<file path="src/rtl/gpa_fhdo_iface.sv">
// gpa_fhdo_iface: sends four latched 24-bit words as separate SPI frames to a DAC80504, MSB first.
module gpa_fhdo_iface #(
  parameter int CSN_GAP = 2
) (
  input  logic        clk,
  input  logic        resetn,
  input  logic [23:0] datax_i,
  input  logic [23:0] datay_i,
  input  logic [23:0] dataz_i,
  input  logic [23:0] dataz2_i,
  input  logic        valid_i,
  output logic        busy_o,
  output logic        fhd_clk_o,
  output logic        fhd_sdo_o,
  output logic        fhd_csn_o,
  input  logic        fhd_sdi_i
);
  localparam int GW = CSN_GAP > 1 ? $clog2(CSN_GAP) : 1;
  typedef enum logic [1:0] {IDLE, SHIFT, GAP} state_t;
  state_t           state_q, state_d;
  logic [4:0]       bit_q, bit_d;
  logic             phase_q, phase_d;
  logic [1:0]       frame_q, frame_d;
  logic [GW-1:0]    gap_q, gap_d;
  logic [3:0][23:0] word_q, word_d;
  logic             busy_q, busy_d, csn_q, csn_d, sclk_q, sclk_d, sdo_q, sdo_d;
  logic             sdi_unused;
  assign sdi_unused = fhd_sdi_i;
  always_comb begin
    state_d = state_q;
    bit_d   = bit_q;
    phase_d = phase_q;
    frame_d = frame_q;
    gap_d   = gap_q;
    word_d  = word_q;
    busy_d  = busy_q;
    csn_d   = csn_q;
    sclk_d  = sclk_q;
    sdo_d   = sdo_q;
    case (state_q)
      IDLE: if (valid_i) begin
        word_d  = {dataz2_i, dataz_i, datay_i, datax_i};
        state_d = SHIFT;
        bit_d   = 5'd23;
        phase_d = 1'b0;
        frame_d = 2'd0;
        busy_d  = 1'b1;
        csn_d   = 1'b0;
        sclk_d  = 1'b1;
        sdo_d   = datax_i[23];
      end
      SHIFT: if (!phase_q) begin
        phase_d = 1'b1;
        sclk_d  = 1'b0;
      end else if (bit_q != 5'd0) begin
        bit_d   = bit_q - 5'd1;
        phase_d = 1'b0;
        sclk_d  = 1'b1;
        sdo_d   = word_q[frame_q][bit_q - 5'd1];
      end else begin
        state_d = GAP;
        gap_d   = '0;
        csn_d   = 1'b1;
        sclk_d  = 1'b0;
        sdo_d   = 1'b0;
      end
      GAP: if (gap_q != GW'(CSN_GAP - 1)) begin
        gap_d = gap_q + 1'b1;
      end else if (frame_q == 2'd3) begin
        state_d = IDLE;
        busy_d  = 1'b0;
      end else begin
        state_d = SHIFT;
        frame_d = frame_q + 2'd1;
        bit_d   = 5'd23;
        phase_d = 1'b0;
        csn_d   = 1'b0;
        sclk_d  = 1'b1;
        sdo_d   = word_q[frame_q + 2'd1][23];
      end
      default: state_d = IDLE;
    endcase
  end
  always_ff @(posedge clk or negedge resetn) begin
    if (!resetn) begin
      state_q <= IDLE;
      bit_q   <= '0;
      phase_q <= 1'b0;
      frame_q <= '0;
      gap_q   <= '0;
      word_q  <= '0;
      busy_q  <= 1'b0;
      csn_q   <= 1'b1;
      sclk_q  <= 1'b0;
      sdo_q   <= 1'b0;
    end else begin
      state_q <= state_d;
      bit_q   <= bit_d;
      phase_q <= phase_d;
      frame_q <= frame_d;
      gap_q   <= gap_d;
      word_q  <= word_d;
      busy_q  <= busy_d;
      csn_q   <= csn_d;
      sclk_q  <= sclk_d;
      sdo_q   <= sdo_d;
    end
  end
  assign busy_o    = busy_q;
  assign fhd_csn_o = csn_q;
  assign fhd_clk_o = sclk_q;
  assign fhd_sdo_o = sdo_q;
endmodule

</file>
<file path="config.mk">
export PLATFORM = sky130hd
export DESIGN_NAME = gpa_fhdo_iface
export DESIGN_NICKNAME = d
export VERILOG_FILES = /design/src/rtl/gpa_fhdo_iface.sv
export SDC_FILE = /design/constraint.sdc
export NUM_CORES = 1
export LEC_CHECK = 0
export CORE_UTILIZATION = 44
export DETAILED_ROUTE_END_ITERATION = 7
export GPL_TIMING_DRIVEN = 1
export PLACE_DENSITY = 0.67
export SYNTH_ARGS = -nofsm -noshare
export SYNTH_HDL_FRONTEND = slang
export SYNTH_SLANG_ARGS = --single-unit
</file>
<file path="constraint.sdc">
create_clock -name clk -period 3.5 [get_ports clk]
set_clock_uncertainty 0.1 [all_clocks]
set_input_delay 0.7 -clock clk [delete_from_list [all_inputs] [get_ports clk]]
set_output_delay 0.7 -clock clk [all_outputs]
set_load 0.01 [all_outputs]
</file>
==> qor.yml <==
drt:
  drtAntennaViolNets: 0
  vias_per_cell: 5.40
  routedWlPerCell_um: 17.6
  drt_iter0_drc: 96
  drc: 0
  wl_mm: 11.3
  vias: 3463
  firstDrtPassIters: 4
die:
  die_h_um: 113
  fp.dieW_um: 113
  io_pins: 104
  initial_utilization_pct: 46.1
  rows: 39
  die_area_um2: 12700
  core_um2: 11700
timing:
  worstMarginPinSlew_ns: 0.939
  period_minus_slack_ns: 2.69
  fin_crit_sh_pct: 76.8
  setup_viol: 0
  relSlewSlack_pct: 37.4
  hold_viol: 0
  fin_hold_ws_ns: 0.391
  drv_slew: 0
  fmax_mhz: 372
  timing.setup.tns_ns: 0
  rsz0062_at_grt: "no"
placement:
  io_buffers: 102
  hpwl_mm: 8.17
  place_congestion: 0.780
critical_path:
  cp_data_required_time_ns: 3.67
  rr_startpoint: "bit_q[0]"
  crit_fanout: 11
  crit_type: "flip-flop to flip-flop"
  arrival_ns: 2.85
  crit_path_end_kind: "flip-flop"
  r2r_slack_ns: 0.81
  critPathLaunchType: "flip-flop"
  r2r-end: "fhd_sdo_o"
  reg2reg_depth: 9
power:
  pwr-share-clk_pct: 44.2
  p_leak_nw: 3.27
  p_sw_w: 0.000517
  power_w: 0.00255
  cellPowerDensity_nw_per_um2: 370
  p_seq_share_pct: 50.3
  p_comb_share_pct: 5.5
  swShare_pct: 20.3
  ir_drop_v: 0.000279
  internal_power_w: 0.00203
cts:
  cts.path.max_buffers: 2
  htree_levels: 3
  cts_root_buf: "clkbuf_16"
  clock_latency_ns: 0.35
  post_cts_resized: 0
  cts_buffers: 9
  cts_tree: "yes"
  clkSinkCount: 111
  post_cts_buffers: 0
  cts.clk_slew.worst_paths_ns: 0.07
  cts_hold_buf: 0
yosys:
  syn_nets: 500
  synth_edf_count: 0
  synth_cells: 393
  ys_seq_area_share_pct: 51.7
  ys_warn_count: 0
  async_flop_share_pct: 100
  synth_flop_cell: "dfrtp_1"
  synth_cell_types: 51
  syn_area_um2: 5370
  synth.ff_latch_count: 111
  post_synth.cell_area_avg_um2: 13.7
global_route:
  antenna_found_initial: 0
  grt_pass1_vias: 3727
  grt_start_max_net_pins: 75
  grt_first_pass_wirelength_mm: 18.6
  grt-ovfl-total: 0
  gr-usage-all-layers_pct: 19.3
flow_run:
  cap_viol_max_count: 0
layout:
  final_cell_mix: "dfrtp_1 (109), clkdlybuf4s50_1 (101), mux2_2 (96)"
  area_growth_pct: 28.1
  diodes: 0
  layout_commonest_cell: "dfrtp_1"
  nets: 600
  drive_gt1_share_pct: 30.5
run_status:
  status: "complete, no violations"
worst_hold_path:
  min_path_type: "input port to asynchronous set/reset pin"
## cell type report
class / instances / area, um2
sequential: 111 / 2780
tap: 143 / 179
clock inverter: 6 / 92.6
clock buffer: 10 / 239
timing repair buffer: 114 / 1120
multi-input combinational: 246 / 2430
fill: 950 / 4780
inverter: 11 / 41.3
## sequential cells by signal (all words and copies together), names as in the netlist
register   cells
bit_q          5
busy_o         1
fhd_clk_o      1
fhd_csn_o      1
fhd_sdo_o      1
frame_q        2
gap_q          1
phase_q        1
state_q        2
word_q        96
## cells in the mapped netlist (2+ instances only)
cell type / n / share of area (%)
ha_1: 7 / 1.6
clkbuf_1: 7 / 0.49
a31oi_1: 2 / 0.23
or3_1: 2 / 0.23
mux2i_1: 15 / 2.8
a22oi_1: 4 / 0.56
a22o_1: 4 / 0.65
mux4_2: 20 / 8.4
nor3b_1: 2 / 0.28
o211ai_1: 2 / 0.28
nor3_1: 2 / 0.19
nand2_1: 12 / 0.84
nor2b_1: 4 / 0.47
a21oi_1: 13 / 1.2
inv_1: 11 / 0.77
o31ai_1: 4 / 0.56
a21o_1: 2 / 0.28
xnor2_1: 2 / 0.33
o21ai_0: 9 / 0.84
nand3_1: 11 / 1.0
nor2_1: 11 / 0.77
nand2b_1: 2 / 0.23
buf_1: 8 / 0.56
buf_2: 6 / 0.56
mux2_2: 96 / 20
dfrtp_1: 110 / 51
## cell families (layout without fill, tap and decap cells)
kind of cell | after synthesis | count (layout) | share of synthesized area [%]
AND/OR/NAND/NOR | 51 | 51 | 4.70
multiplexers | 131 | 131 | 31.3
buffers and inverters | 36 | 141 | 3.14
AO/OA/AOI/OAI | 54 | 54 | 7.03
adder cells (fa/ha/maj) | 7 | 7 | 1.63
XOR/XNOR | 3 | 3 | 0.489
flip-flops | 111 | 111 | 51.7
## stage by stage
stage          setup slack (ns)  util (%)  cells  instance area (um2)
6_report                  0.812      59.0    641                 6890
5_1_grt                   0.582      59.0    641                 6890
4_1_cts                   0.804      59.0    641                 6890
3_5_place_dp              0.745      56.2    625                 6560
3_3_place_gp              0.806      56.2    625                 6560
2_1_floorplan             0.957         -    393                 5370
## how the worst max path moves through the flow
| stage | from | end | slack, ns | depth (start not counted) |
|---|---|---|---|---|
| floorplan | bit_q[0] | fhd_sdo_o | 0.96 | 9 |
| global placement | valid_i | fhd_sdo_o | 0.81 | 6 |
| detailed placement | valid_i | fhd_sdo_o | 0.75 | 6 |
| CTS | bit_q[0] | fhd_sdo_o | 0.80 | 9 |
| global route | frame_q[1] | fhd_sdo_o | 0.58 | 7 |
| finish | bit_q[0] | fhd_sdo_o | 0.81 | 9 |
## power by group through the flow
stage,sequential (W),clock (W),combinational [W]
floorplan,0.00131,0,0.00000146
global placement,0.00131,0,0.000142
global route,0.00128,0.00120,0.000152
CTS,0.00128,0.00116,0.000144
finish,0.00128,0.00112,0.000140
detailed placement,0.00131,0,0.000143
## critical path, stage by stage, from the launching register on
cell,delay (ns)
dfrtp_1,0.38
inv_1,0.19
ha_1,0.44
buf_4,0.25
nor2b_1,0.14
a22oi_1,0.19
a31oi_1,0.11
nor3b_1,0.15
or4_1,0.46
o31ai_2,0.19
## layer usage
layer	vias up	global-route usage [%]	part of all wire, %
li1	1646	-	-
met5	-	0	0
met4	0	8.27	2.1
met1	1728	23.7	44
met2	73	32.5	49
met3	16	4.54	5.0
Power figures use the tool's default switching activity.
